File: src/rtl/frac_search_pkg.sv
// frac_search_pkg: shared constants, FSM encoding and width helper for the fractional SAD search
package frac_search_pkg;
    localparam int DEF_GRID      = 5;
    localparam int DEF_BLK_ROWS  = 8;
    localparam int DEF_ROW_SAD_W = 11;
    typedef enum logic [1:0] {S_IDLE, S_ACCUM, S_SCAN, S_DONE} state_e;
    function automatic int clog2(input int v);
        int r;
        r = 0;
        while ((1 << r) < v) r = r + 1;
        return r;
    endfunction
endpackage

File: src/rtl/sad_acc_bank.sv
// sad_acc_bank: per-candidate SAD accumulators with clear, parallel add and registered read-by-index
module sad_acc_bank
    import frac_search_pkg::*;
#(
    parameter int NCAND     = DEF_GRID * DEF_GRID,
    parameter int ROW_SAD_W = DEF_ROW_SAD_W,
    parameter int SAD_W     = DEF_ROW_SAD_W + 3,
    parameter int IW        = 5
) (
    input  logic                       clk,
    input  logic                       clr_i,
    input  logic                       add_i,
    input  logic [NCAND*ROW_SAD_W-1:0] row_sad_i,
    input  logic [IW-1:0]              rd_idx_i,
    output logic [SAD_W-1:0]           rd_sad_o
);
    logic [SAD_W-1:0] acc_q [NCAND];
    // accumulators are cleared at block start, so they carry no reset; read port is one cycle deep
    always_ff @(posedge clk) begin
        for (int k = 0; k < NCAND; k++)
            if (clr_i) acc_q[k] <= '0;
            else if (add_i) acc_q[k] <= acc_q[k] + SAD_W'(row_sad_i[k*ROW_SAD_W +: ROW_SAD_W]);
        rd_sad_o <= acc_q[rd_idx_i];
    end
endmodule

File: src/rtl/frac_sad_select.sv
// frac_sad_select: accumulates per-row candidate SADs over a block and picks the minimum (centre wins ties)
module frac_sad_select
    import frac_search_pkg::*;
#(
    parameter int GRID      = DEF_GRID,
    parameter int BLK_ROWS  = DEF_BLK_ROWS,
    parameter int ROW_SAD_W = DEF_ROW_SAD_W,
    localparam int NCAND    = GRID * GRID,
    localparam int SAD_W    = ROW_SAD_W + clog2(BLK_ROWS),
    localparam int MV_W     = clog2(GRID)
) (
    input  logic                       clk,
    input  logic                       reset,
    input  logic                       start,
    input  logic                       abort,
    input  logic [NCAND*ROW_SAD_W-1:0] row_sad,
    input  logic                       in_valid,
    output logic                       in_ready,
    output logic                       out_valid,
    input  logic                       out_ready,
    output logic [SAD_W-1:0]           best_sad,
    output logic [MV_W-1:0]            mvx,
    output logic [MV_W-1:0]            mvy,
    output logic                       busy
);
    localparam int RCW    = clog2(BLK_ROWS) > 0 ? clog2(BLK_ROWS) : 1;
    localparam int IW     = clog2(NCAND);
    localparam int SCW    = clog2(NCAND + 1);
    localparam int CENTRE = ((GRID - 1) / 2) * GRID + (GRID - 1) / 2;

    state_e           state_q, state_d;
    logic [RCW-1:0]   row_q, row_d;
    logic [SCW-1:0]   scan_q, scan_d;
    logic [SAD_W-1:0] best_q, best_d;
    logic [IW-1:0]    idx_q, idx_d;
    logic [IW-1:0]    cand_q;
    logic [IW-1:0]    rd_idx;
    logic [SAD_W-1:0] rd_sad;
    int               scan_i;
    int               idx_i;

    // scan step 0 reads the centre; steps 1..NCAND-1 walk the other indices in ascending order
    assign scan_i = int'(scan_q);
    assign rd_idx = IW'(scan_i == 0 ? CENTRE : scan_i - 1 < CENTRE ? scan_i - 1 : scan_i < NCAND ? scan_i : 0);
    assign idx_i  = int'(idx_q);

    assign in_ready  = state_q == S_ACCUM && !abort;
    assign out_valid = state_q == S_DONE;
    assign busy      = state_q != S_IDLE;
    assign best_sad  = best_q;
    assign mvx       = MV_W'(idx_i % GRID);
    assign mvy       = MV_W'(idx_i / GRID);

    sad_acc_bank #(
        .NCAND(NCAND), .ROW_SAD_W(ROW_SAD_W), .SAD_W(SAD_W), .IW(IW)
    ) u_bank (
        .clk       (clk),
        .clr_i     (state_q == S_IDLE && start && !abort),
        .add_i     (state_q == S_ACCUM && in_valid && !abort),
        .row_sad_i (row_sad),
        .rd_idx_i  (rd_idx),
        .rd_sad_o  (rd_sad)
    );

    // next-state: abort wins everything; the compare lags the read index by one cycle
    always_comb begin
        state_d = state_q;
        row_d   = row_q;
        scan_d  = scan_q;
        best_d  = best_q;
        idx_d   = idx_q;
        if (abort) state_d = S_IDLE;
        else case (state_q)
            S_IDLE: if (start) begin
                state_d = S_ACCUM;
                row_d   = '0;
            end
            S_ACCUM: if (in_valid) begin
                row_d = row_q + 1'b1;
                if (row_q == RCW'(BLK_ROWS - 1)) begin
                    state_d = S_SCAN;
                    scan_d  = '0;
                end
            end
            S_SCAN: begin
                scan_d = scan_q + 1'b1;
                if (scan_q == SCW'(1) || (scan_q != '0 && rd_sad < best_q)) begin
                    best_d = rd_sad;
                    idx_d  = cand_q;
                end
                state_d = scan_q == SCW'(NCAND) ? S_DONE : S_SCAN;
            end
            S_DONE: if (out_ready) state_d = S_IDLE;
            default: state_d = S_IDLE;
        endcase
    end

    // state, counters and result registers; cand_q tracks which candidate the bank read returns
    always_ff @(posedge clk or negedge reset) begin
        if (!reset) begin
            state_q <= S_IDLE;
            row_q   <= '0;
            scan_q  <= '0;
            best_q  <= '0;
            idx_q   <= '0;
            cand_q  <= '0;
        end else begin
            state_q <= state_d;
            row_q   <= row_d;
            scan_q  <= scan_d;
            best_q  <= best_d;
            idx_q   <= idx_d;
            cand_q  <= rd_idx;
        end
    end
endmodule

File: config.mk
export PLATFORM = sky130hd
export DESIGN_NAME = frac_sad_select
export DESIGN_NICKNAME = d
export VERILOG_FILES = /design/src/rtl/frac_search_pkg.sv /design/src/rtl/sad_acc_bank.sv /design/src/rtl/frac_sad_select.sv
export SDC_FILE = /design/constraint.sdc
export NUM_CORES = 1
export LEC_CHECK = 0
export ABC_AREA = 0
export CELL_PAD_IN_SITES_DETAIL_PLACEMENT = 1
export CELL_PAD_IN_SITES_GLOBAL_PLACEMENT = 1
export CORE_MARGIN = 1.5
export CORE_UTILIZATION = 47
export DETAILED_ROUTE_END_ITERATION = 10
export MAX_ROUTING_LAYER = met4
export PLACE_DENSITY_LB_ADDON = 0.1
export SETUP_SLACK_MARGIN = 0.3
export SLEW_MARGIN = 15
export SYNTH_ARGS = -nofsm -noshare
export SYNTH_HDL_FRONTEND = slang
export SYNTH_HIERARCHICAL = 1
export SYNTH_SLANG_ARGS = --single-unit
export TNS_END_PERCENT = 30
File: constraint.sdc
create_clock -name clk -period 8.3 [get_ports clk]
set_clock_uncertainty 0.1 [all_clocks]
set_input_delay 0.83 -clock clk [delete_from_list [all_inputs] [get_ports clk]]
set_output_delay 0.83 -clock clk [all_outputs]
set_load 0.05 [all_outputs]
=== After elaboration in Yosys (flattened, before gate mapping) ===
Memories as Yosys holds them, arrays and structs flattened. A register that Yosys moved wholly into a read port is not among the register bits.
Index checks and enable logic that the tools add are counted.
Widths: inputs -> output; s select.

* Bits in registers: 34
* RAM bits: 350
* Bits of input ports: 281
* Logic and storage cells: 143
* Memories kept: 1

{| class="wikitable"
|+ Memory list
! name !! depth !! width !! rd ports !! clocked after Yosys merged registers in !! wr ports !! RTL line !! RTL
|-
| u_bank.acc_q || 25 || 14 || 26 || 1 || 25 || sad_acc_bank.sv:17 || <nowiki>logic [SAD_W-1:0] acc_q [NCAND];</nowiki>
|}

* Add/subtract/negate cells: 28
* Divide/modulo/power cells: 2
* $lt $le $gt $ge: 3
* Equal/unequal tests: 13
* Multiplexer cells: 46
* Bitwise operators: 26
* Reductions and logical operators: 18

{| class="wikitable"
|+ Operators by type and width
! operator !! number
|-
| $add 14x11->14 || 25
|-
| $mux 14 || 25
|-
| $div 6x4->32 const B || 1
|-
| $logic_not 32->1 || 1
|-
| $mod 6x4->32 const B || 1
|-
| $mux 5 || 5
|-
| $or 1x1->1 || 25
|-
| $lt 14x14->1 || 1
|-
| $reduce_and 4->1 || 3
|-
| $mux 2 || 5
|-
| $pmux 5 s2 || 1
|-
| $pmux 2 s4 || 1
|-
| $logic_and 1x1->1 || 6
|-
| $lt 6x5->1 const B || 1
|-
| $mux 1 || 6
|-
| $mux 3 || 2
|-
| $ne 3x2->1 const B || 2
|-
| $ne 3x3->1 const B || 2
|-
| $pmux 3 s2 || 1
|-
| $reduce_bool 2->1 || 3
|-
| $sub 5x1->6 const B || 1
|-
| $add 5x1->5 const B || 1
|-
| $eq 5x1->1 const B || 1
|-
| $eq 5x5->1 const B || 1
|-
| other kinds (13) || 15
|}

=== Logic depth before layout (Yosys ltp) ===
Gate-level depths: netlist (run 1).

* Depth in word-level cells: 7
* Gate-level depth with buffers: 17
* Gate-level depth less buffers: 14

=== Hierarchy ===
The synthesis (run 1) kept the hierarchy.

{| class="wikitable"
|+ Modules (own cells, without submodules)
! module !! instances !! cells each !! area an instance (um^2) !! sequential area each (um^2)
|-
| sad_acc_bank || 1 || 2649 || 27961.8 || 10790.3
|-
| frac_sad_select || 1 || 247 || 2382.3 || 850.8
|}

=== Worst setup path before layout (run 1) ===
Ideal clock, no wire load.

* Path type: input -> register
* Start point: input abort
* End point: memory u_bank/acc_q[0][0] (netlist bit), enable pin
* Library setup time: 0.568 ns
* Data arrival time: 6.020 ns
* Data required time: 7.632 ns
* Setup slack: 1.612 ns
* Cell stages on the path: 3
* Path buffers: 0
* Path through: nor2b_1 > and2_1 > or2_2

{| class="wikitable"
|+ RTL lines
! element !! RTL line !! RTL
|-
| start, declared || frac_sad_select.sv:15 || <nowiki>input logic abort,</nowiki>
|-
| end, declared || sad_acc_bank.sv:17 ||
|}

=== Worst setup path in the final report (run 1) ===
* Start point: register idx_q[3]
* End point: output mvx[1]

* Longest elaborated chain between the ends: 1

{| class="wikitable"
|+ Ends and longest elaborated chain
! element !! RTL line !! RTL
|-
| start, declared || frac_sad_select.sv:35 || <nowiki>logic [IW-1:0] idx_q, idx_d;</nowiki>
|-
| start signal, assigned || frac_sad_select.sv:112 || <nowiki>idx_q <= idx_d;</nowiki>
|-
| $mod 6x4->32 || frac_sad_select.sv:51 || <nowiki>assign mvx = MV_W'(idx_i % GRID);</nowiki>
|-
| end, declared || frac_sad_select.sv:22 || <nowiki>output logic [MV_W-1:0] mvx,</nowiki>
|}

No other way between the ends.

==> impl_metrics.json, run 1 <==
{
  "outcome": "completed",
  "ff_latch_area_um2": 11600,
  "die_area_um2": 66100,
  "multiInputGateArea_um2": 17900,
  "die_h_um": 257,
  "critPathKind": "flip-flop to output pin",
  "post-cts-setup-buffers": 0,
  "p_per_area_nw_per_um2": 337,
  "finalPower_mw": 12.1,
  "rows": 92,
  "initial_core_util_pct": 47.8,
  "cpMaxStageDelayCell": "clkdlybuf4s50_1",
  "utilization_pct": 56.6,
  "switching_share_pct": 41.7,
  "crit_family": "compound AO/OA/AOI/OAI gates",
  "hold_violations": 0,
  "cts-root-buf": "clkbuf_16",
  "period_minus_slack_ns": 5.26,
  "fin_tns_setup_ns": 0,
  "cts_tree": "yes",
  "synth_nets": 3505,
  "clockPowerShare_pct": 18.3,
  "num-nets-final": 3794,
  "clk_pin_slew_ns": 0.06,
  "drtAntennaViolNets": 0,
  "vdd_drop_max_mv": 0.241,
  "ctsHoldBuffers": 0,
  "crit_chain": "nor2_2, inv_1, ha_1, nand3b_1, o21ai_0, a311oi_4, a21oi_1, ha_1, nand2b_1, a211oi_2, mux2i_1, clkdlybuf4s50_1",
  "avgSynthCellArea_um2": 10.5,
  "grt_pass1_vias": 26600,
  "yosysSeqAreaShare_pct": 38.4,
  "cp-start-kind": "flip-flop",
  "coreArea_um2": 63400,
  "routabilityCongestion": 1.01,
  "clock-sinks": 398,
  "fmax_mhz": 190,
  "port_buffers": 303,
  "setup_viol": 0,
  "post_synth_num_cell_types": 74,
  "synth-edff-count": 350,
  "io_pins": 304,
  "synthFlopType": "edfxtp_1",
  "slew_headroom_pct": 23.8,
  "wl_per_cell_um": 26.2,
  "path_max_fanout": 8,
  "setup_ws_ns": 3.04,
  "drive_gt1_share_pct": 7.23,
  "worst_hold_path_type": "flip-flop to flip-flop",
  "ctsResizeCount": 0,
  "max_stage_delay_ns": 0.83,
  "whs_ns": 0.379,
  "die_w_um": 257,
  "power_switching_mw": 5.05,
  "synth_area_um2": 30300,
  "syn-instance-count": 2896,
  "layout_commonest_cell": "edfxtp_1",
  "htreeDepth": 2,
  "overflow": 0,
  "maxSlewViolCount": 0,
  "power.internal_mw": 7.06,
  "post-place-ws_ns": 3.38,
  "rsz0062_at_grt": "no",
  "clockBufferDepth": 3,
  "final_cell_area_um2": 35900,
  "final_cell_mix": "edfxtp_1 (350), nor2_1 (339), ha_1 (303), clkdlybuf4s50_1 (303), o21ai_0 (195)",
  "drcViolationCount": 0,
  "worstSetupStartpoint": "idx_q[3]",
  "antenna_found_initial": 9,
  "ys_warn_count": 6,
  "grt_use_total_pct": 33.0,
  "num_vias": 25600,
  "crit_path_end_kind": "output pin",
  "cp.required_ns": 7.37,
  "insertion_delay_ns": 0.61,
  "maxCapViolCount": 0,
  "stdcell_count": 4075,
  "grt_pass1_wl_um": 162000,
  "drt_iter0_drc": 2209,
  "worst_pin_slew_ns": 1.14,
  "ys_seq_elements": 398,
  "fill_cells": 6789,
  "cp.arrival_ns": 4.33,
  "dp_cells": 3979,
  "first_pass_iters": 8,
  "fin_crit_sh_pct": 63.3,
  "reg2reg_from": "scan_q[1]",
  "async_flop_share_pct": 8.54,
  "placed_area_um2": 34200,
  "routed_wl_um": 107000,
  "syn_to_final_growth_pct": 18.2,
  "hpwl_um": 82800,
  "cts_buffers": 50,
  "viasPerCell": 6.28,
  "hp-start": "cand_q[4]",
  "path_common_cell": "ha_1",
  "cp.buffers_inverters": 2,
  "power.share.combinational_pct": 53.3,
  "grt_start_max_net_pins": 160,
  "seqPwrFrac_pct": 28.4,
  "p_leak_nw": 13.8
}
## registers in the layout, summed over array words and instances, names as in the netlist
signal           count
scan_q               5
cand_q               5
state_q              2
idx_q                5
best_sad            14
row_q                3
u_bank/acc_q       350
u_bank/rd_sad_o     14
## cell usage after synthesis (24+ instances only)
| library cell | count | area (um2) |
|---|---|---|
| a211oi_1 | 79 | 593 |
| a21o_1 | 62 | 465 |
| a21oi_1 | 136 | 681 |
| a31oi_1 | 36 | 225 |
| and2_1 | 43 | 269 |
| clkbuf_1 | 53 | 199 |
| dfrtp_1 | 34 | 851 |
| edfxtp_1 | 350 | 10500 |
| fa_1 | 25 | 500 |
| ha_1 | 303 | 3790 |
| inv_1 | 131 | 492 |
| mux2_2 | 51 | 574 |
| mux2i_1 | 27 | 270 |
| mux4_2 | 82 | 1850 |
| nand2_1 | 138 | 518 |
| nand2b_1 | 48 | 300 |
| nand3_1 | 30 | 150 |
| nand4_1 | 24 | 150 |
| nor2_1 | 339 | 1270 |
| nor2b_1 | 55 | 344 |
| nor3_1 | 102 | 510 |
| o21a_1 | 110 | 826 |
| o21ai_0 | 196 | 981 |
| o31a_1 | 27 | 236 |
| or3_1 | 26 | 163 |
| xnor2_1 | 82 | 718 |
| xor2_1 | 78 | 683 |
## power groups by stage
stage	logic, mW	clock network, mW	registers (mW)
floorplan	4.77	0	3.20
global placement	6.12	0	3.44
detailed placement	6.39	0	3.45
CTS	6.45	2.25	3.42
global route	6.95	2.31	3.46
finish	6.45	2.21	3.44
## cell families after synthesis
logic type               after synthesis  share of synthesized area [%]
AND/OR/NAND/NOR                      861                           13.5
XOR/XNOR                             160                           4.62
flip-flops                           398                           38.4
buffers and inverters                214                           2.96
adder cells (fa/ha/maj)              328                           14.1
multiplexers                         172                           9.90
AO/OA/AOI/OAI                        763                           16.5
## path summary, 6_finish.rpt
kind                                           end  slack (ns)  depth (start not counted)
worst max-delay path                        mvx[1]        3.04                         12
worst min-delay path                      idx_q[4]        0.38                          1
worst max register to register  u_bank/rd_sad_o[7]        3.37                         13
worst min register to register            idx_q[4]        0.38                          1
max in group asynchronous                cand_q[0]        7.22                          2
min in group asynchronous             best_sad[11]        0.56                          2
## layout make-up
type,count,area share (%)
flip-flops and latches,398,32.5
diodes,7,0.0488
clock inverters,21,0.457
clock buffers,68,4.03
repair buffers,319,8.89
well taps,846,2.95
multi-input cells,2284,49.8
inverters,132,1.38
## per-layer routing
layer | up-vias | share of wire (%) | GRT usage [%]
met1 | 13000 | 40 | 40.5
met3 | 188 | 7.1 | 5.43
met4 | 0 | 3.8 | 12.1
li1 | 11500 | - | -
met2 | 884 | 49 | 54.7
met5 | - | 0 | -
Note: power is estimated with default switching activity, not from simulation.
==> inputs of run 2 (changes only) <==
==> constraint.sdc (replaced) <==
create_clock -name clk -period 5.4 [get_ports clk]
set_clock_uncertainty 0.1 [all_clocks]
set_input_delay 0.54 -clock clk [delete_from_list [all_inputs] [get_ports clk]]
set_output_delay 0.54 -clock clk [all_outputs]
set_load 0.05 [all_outputs]
==> impl_metrics.json, run 2 (same netlist as run 1, synthesis figures left out) <==
{
  "critPathKind": "flip-flop to output pin",
  "vdd_drop_max_mv": 0.592,
  "drive_gt1_share_pct": 7.66,
  "largest_reg_flops": 350,
  "overflow": 0,
  "cp.required_ns": 4.76,
  "io_pins": 304,
  "crit_path_end_kind": "output pin",
  "r2r_cells": 12,
  "placed_area_um2": 34400,
  "worst_pin_slew_ns": 1.00,
  "die_area_um2": 66100,
  "rsz0062_at_grt": "yes",
  "rows": 92,
  "p_per_area_nw_per_um2": 518,
  "drt_iter0_drc": 2070,
  "path_max_fanout": 13,
  "maxCapViolCount": 0,
  "setup_viol": 0,
  "reg2reg_from": "scan_q[0]",
  "htreeDepth": 2,
  "num_vias": 25500,
  "cpMaxStageDelayCell": "clkdlybuf4s50_1",
  "drcViolationCount": 0,
  "r2r_setup_slack_ns": 1.11,
  "max_stage_delay_ns": 0.71,
  "finalPower_mw": 18.6,
  "layout_commonest_cell": "edfxtp_1",
  "antenna_found_initial": 3,
  "grt_pass1_vias": 26900,
  "syn_to_final_growth_pct": 18.5,
  "routed.top_layer": "met4",
  "hold_violations": 0,
  "coreArea_um2": 63400,
  "grt_start_max_net_pins": 77,
  "crit_family": "compound AO/OA/AOI/OAI gates",
  "grt_pass1_wl_um": 160000,
  "clockBufferDepth": 3,
  "cts_buffers": 50,
  "grt_use_total_pct": 32.4,
  "met3_length_um": 6630,
  "insertion_delay_ns": 0.61,
  "cp.arrival_ns": 4.17,
  "fill_cells": 6813,
  "clk_pin_slew_ns": 0.06,
  "fin_tns_setup_ns": 0,
  "final_cell_mix": "edfxtp_1 (350), nor2_1 (339), ha_1 (303)",
  "port_buffers": 303,
  "viasPerCell": 6.25,
  "drtAntennaViolNets": 0,
  "cts_tree": "yes",
  "wl_met1_um": 44100,
  "maxSlewViolCount": 0,
  "cp.buffers_inverters": 2,
  "die_w_um": 257,
  "clock-sinks": 398,
  "cts-root-buf": "clkbuf_16",
  "final_cell_area_um2": 36000,
  "cp-start-kind": "flip-flop",
  "routabilityCongestion": 0.957,
  "dr_wl_met2_um": 50400,
  "top_register": "u_bank/acc_q",
  "num-nets-final": 3806,
  "crit_chain": "and2b_1, a21oi_1, ha_1, nand2_1, o2bb2ai_1, a311oi_4, a21oi_1, ha_1, nand2b_1, a211oi_2, inv_1, clkdlybuf4s50_1",
  "p_leak_nw": 13.9,
  "fin_crit_sh_pct": 89.1,
  "r2r_end": "u_bank/rd_sad_o[1]",
  "die_h_um": 257,
  "period_minus_slack_ns": 4.81,
  "hpwl_um": 82500,
  "wl_per_cell_um": 25.8,
  "routed_wl_um": 105000,
  "worst_hold_path_type": "input port to async pin",
  "first_pass_iters": 5,
  "outcome": "completed",
  "initial_core_util_pct": 47.8,
  "fmax_mhz": 208,
  "slew_headroom_pct": 33.1
}
-- run 2: changes by cell type in the layout (fill, tap and decap cells not counted), sizes merged --
cell,previous run,this run
buf,16,28
bufinv,3,1
diode,7,2
clkinvlp,0,3
clkbuf,68,70
clkdlybuf4s50,303,301
dlymetal6s2s,0,1
dlygate4sd2,0,1
-- run 2: layer usage --
layer,up-vias,global-route usage [%]
met2,870,53.1
met5,-,-
li1,11600,-
met3,205,4.42
met4,0,11.8
met1,12900,41.0
-- run 2: how the worst max path moves through the flow --
stage	from	endpoint	slack, ns	depth (start not counted)
final	idx_q[4]	mvy[0]	0.59	12
after global routing	idx_q[4]	mvy[0]	0.27	12
after CTS	idx_q[4]	mvx[0]	0.38	12
after detailed placement	idx_q[4]	mvx[1]	0.94	12
after global placement	idx_q[3]	mvx[1]	1.22	11
after floorplan	state_q[1]	u_bank/acc_q[0][0]	0.55	5
-- run 2: area by class of cell --
cell class / count / area, um2 / share of cell area, %
diodes: 2 / 5.00 / 0.0139
clock buffers: 70 / 1440 / 4.00
clock inverters: 22 / 133 / 0.369
inverters: 132 / 495 / 1.38
multi-input cells: 2284 / 17900 / 49.7
flip-flops and latches: 398 / 11600 / 32.4
well taps: 846 / 1060 / 2.94
repair buffers: 331 / 3330 / 9.26
-- run 2: power breakdown --
part / switching [mW] / total (mW) / internal [mW]
registers: 0.922 / 5.25 / 4.33
clock network: 1.41 / 3.30 / 1.90
logic: 5.50 / 10.1 / 4.57
total: 7.83 / 18.6 / 10.8
-- run 2: timing repair --
item                                    CTS  global route
buffers inserted                          0             0
endpoints found under the setup margin    1             2
hold buffers                              0             0
pin swaps                                 0             0
gates resized for setup                   1             1
-- run 2: metrics by stage --
step | utilization [%] | setup WS (ns) | cells | hold slack, ns
2_1_floorplan | - | 0.546 | 2896 | 0.144
3_3_place_gp | 54.2 | 1.22 | 3991 | 0.365
3_5_place_dp | 54.2 | 0.944 | 3991 | 0.371
4_1_cts | 56.7 | 0.383 | 4083 | 0.266
5_1_grt | 56.7 | 0.274 | 4085 | 0.311
6_report | 56.7 | 0.587 | 4085 | 0.271
==> inputs of run 3 (changes only) <==
--- a/config.mk
+++ b/config.mk
@@ -6,6 +6,7 @@
 export NUM_CORES = 1
 export LEC_CHECK = 0
 export ABC_AREA = 0
+export ABC_CLOCK_PERIOD_IN_PS = 5400
 export CELL_PAD_IN_SITES_DETAIL_PLACEMENT = 1
 export CELL_PAD_IN_SITES_GLOBAL_PLACEMENT = 1
 export CORE_MARGIN = 1.5
@@ -13,6 +14,7 @@
 export DETAILED_ROUTE_END_ITERATION = 10
 export MAX_ROUTING_LAYER = met4
 export PLACE_DENSITY_LB_ADDON = 0.1
+export REMOVE_ABC_BUFFERS = 1
 export SETUP_SLACK_MARGIN = 0.3
 export SLEW_MARGIN = 15
 export SYNTH_ARGS = -nofsm -noshare
==> impl_metrics.json, run 3 (same netlist as run 1, synthesis figures left out) <==
{
  "clk_pin_slew_ns": 0.06,
  "cts-root-buf": "clkbuf_16",
  "ctsResizeCount": 0,
  "setup_viol": 0,
  "insertion_delay_ns": 0.61,
  "fin_crit_sh_pct": 90.8,
  "p_leak_nw": 14.0,
  "p_per_area_nw_per_um2": 523,
  "grt_pass1_vias": 26800,
  "finalPower_mw": 18.9,
  "die_h_um": 257,
  "grt_start_max_net_pins": 71,
  "top_register": "u_bank/acc_q",
  "grt_pass1_wl_um": 162000,
  "crit_path_end_kind": "output pin",
  "initial_core_util_pct": 47.8,
  "num-nets-final": 3808,
  "vdd_drop_max_mv": 0.500,
  "final_cell_mix": "edfxtp_1 (350), nor2_1 (339), ha_1 (303)",
  "rsz0062_at_grt": "yes",
  "drive_gt1_share_pct": 7.87,
  "clockBufferDepth": 3,
  "cpMaxStageDelayCell": "clkdlybuf4s50_1",
  "io_pins": 304,
  "worst_hold_path_type": "input port to async pin",
  "num_vias": 25400,
  "port_buffers": 303,
  "coreArea_um2": 63400,
  "outcome": "completed",
  "worst_pin_slew_ns": 1.07,
  "post-place-ws_ns": 0.867,
  "first_pass_iters": 5,
  "rows": 92,
  "cp.arrival_ns": 4.27,
  "largest_reg_flops": 350,
  "die_area_um2": 66100,
  "hold_violations": 0,
  "maxCapViolCount": 0,
  "htreeDepth": 2,
  "overflow": 0,
  "drt_iter0_drc": 2127,
  "setup_ws_ns": 0.494,
  "crit_chain": "and2b_1, a21oi_1, ha_1, nand2_1, o2bb2ai_1, a311oi_4, a21oi_1, ha_1, nand2b_1, a211oi_2, xnor2_1, clkdlybuf4s50_1",
  "grt_use_total_pct": 32.9,
  "routed_wl_um": 106000,
  "antenna_found_initial": 4,
  "cp-start-kind": "flip-flop",
  "fmax_mhz": 204,
  "final_cell_area_um2": 36100,
  "drtAntennaViolNets": 0,
  "hpwl_um": 83000,
  "slew_headroom_pct": 27.7,
  "period_minus_slack_ns": 4.91,
  "max_stage_delay_ns": 0.82,
  "critPathKind": "flip-flop to output pin",
  "crit_family": "compound AO/OA/AOI/OAI gates",
  "post-cts-setup-buffers": 0,
  "cts_tree": "yes",
  "syn_to_final_growth_pct": 19.0,
  "viasPerCell": 6.22,
  "path_max_fanout": 13,
  "layout_commonest_cell": "edfxtp_1",
  "die_w_um": 257,
  "drcViolationCount": 0,
  "ctsHoldBuffers": 0,
  "cp.buffers_inverters": 1,
  "wl_per_cell_um": 25.9,
  "routabilityCongestion": 0.963,
  "fin_tns_setup_ns": 0,
  "placed_area_um2": 34400,
  "maxSlewViolCount": 0,
  "cts_buffers": 50,
  "cp.required_ns": 4.76,
  "utilization_pct": 56.9,
  "clock-sinks": 398
}
==> run 3: cell count changes in the layout (fill, tap and decap cells not counted), moves of 2 or more <==
cell	change
clkbuf_8	+4
clkinv_2	+3
clkinvlp_4	-3
buf_12	+2
bufinv_16	+2
clkbuf_1	-2
==> run 3: final cells by class <==
type | count | area (um2)
Sequential cell | 398 | 11600
Clock inverter | 22 | 173
Multi-Input combinational cell | 2284 | 17900
Tap cell | 846 | 1060
Clock buffer | 72 | 1490
Timing Repair Buffer | 333 | 3370
Inverter | 132 | 495
Antenna cell | 3 | 7.51
Fill cell | 6814 | 27300
==> run 3: per-stage QoR <==
stage,instances,hold WS (ns)
3_3_place_gp,3993,0.366
5_1_grt,4090,0.298
3_5_place_dp,3993,0.370
2_1_floorplan,2814,0.144
4_1_cts,4087,0.263
6_report,4090,0.266
==> run 3: layer usage <==
layer	GRT usage, %	vias up	share of wire, %
met1	41.6	12900	42
met3	4.32	168	5.9
met5	-	-	0
li1	-	11600	-
met2	54.6	769	49
met4	10.7	0	3.4
==> run 3: path summary, 6_finish.rpt <==
check                           from                 end  slack, ns  cells past startpoint
setup reg to reg           scan_q[1]  u_bank/rd_sad_o[6]       0.80                     10
min in group clk           cand_q[4]            idx_q[4]       0.38                      1
hold reg to reg            cand_q[4]            idx_q[4]       0.38                      1
max in group asynchronous      reset           scan_q[3]       4.61                      2
hold / removal                 reset        best_sad[13]       0.27                      2
setup / recovery            idx_q[4]              mvx[0]       0.49                     12
==> run 3: worst reg2reg max path: cells and delay by family (launching register included) <==
| kind | cells | cell delay, ns |
|---|---|---|
| buf+inv | 2 | 0.52 |
| compound gates | 2 | 0.89 |
| fa+ha+maj | 1 | 0.30 |
| flops | 1 | 0.47 |
| simple gates | 2 | 0.74 |
| mux | 3 | 1.45 |
==> run 3: power by group <==
part,total [mW],internal [mW],switching (mW)
Combinational,10.2,4.63,5.59
Clock,3.45,2.04,1.41
Sequential,5.21,4.33,0.882
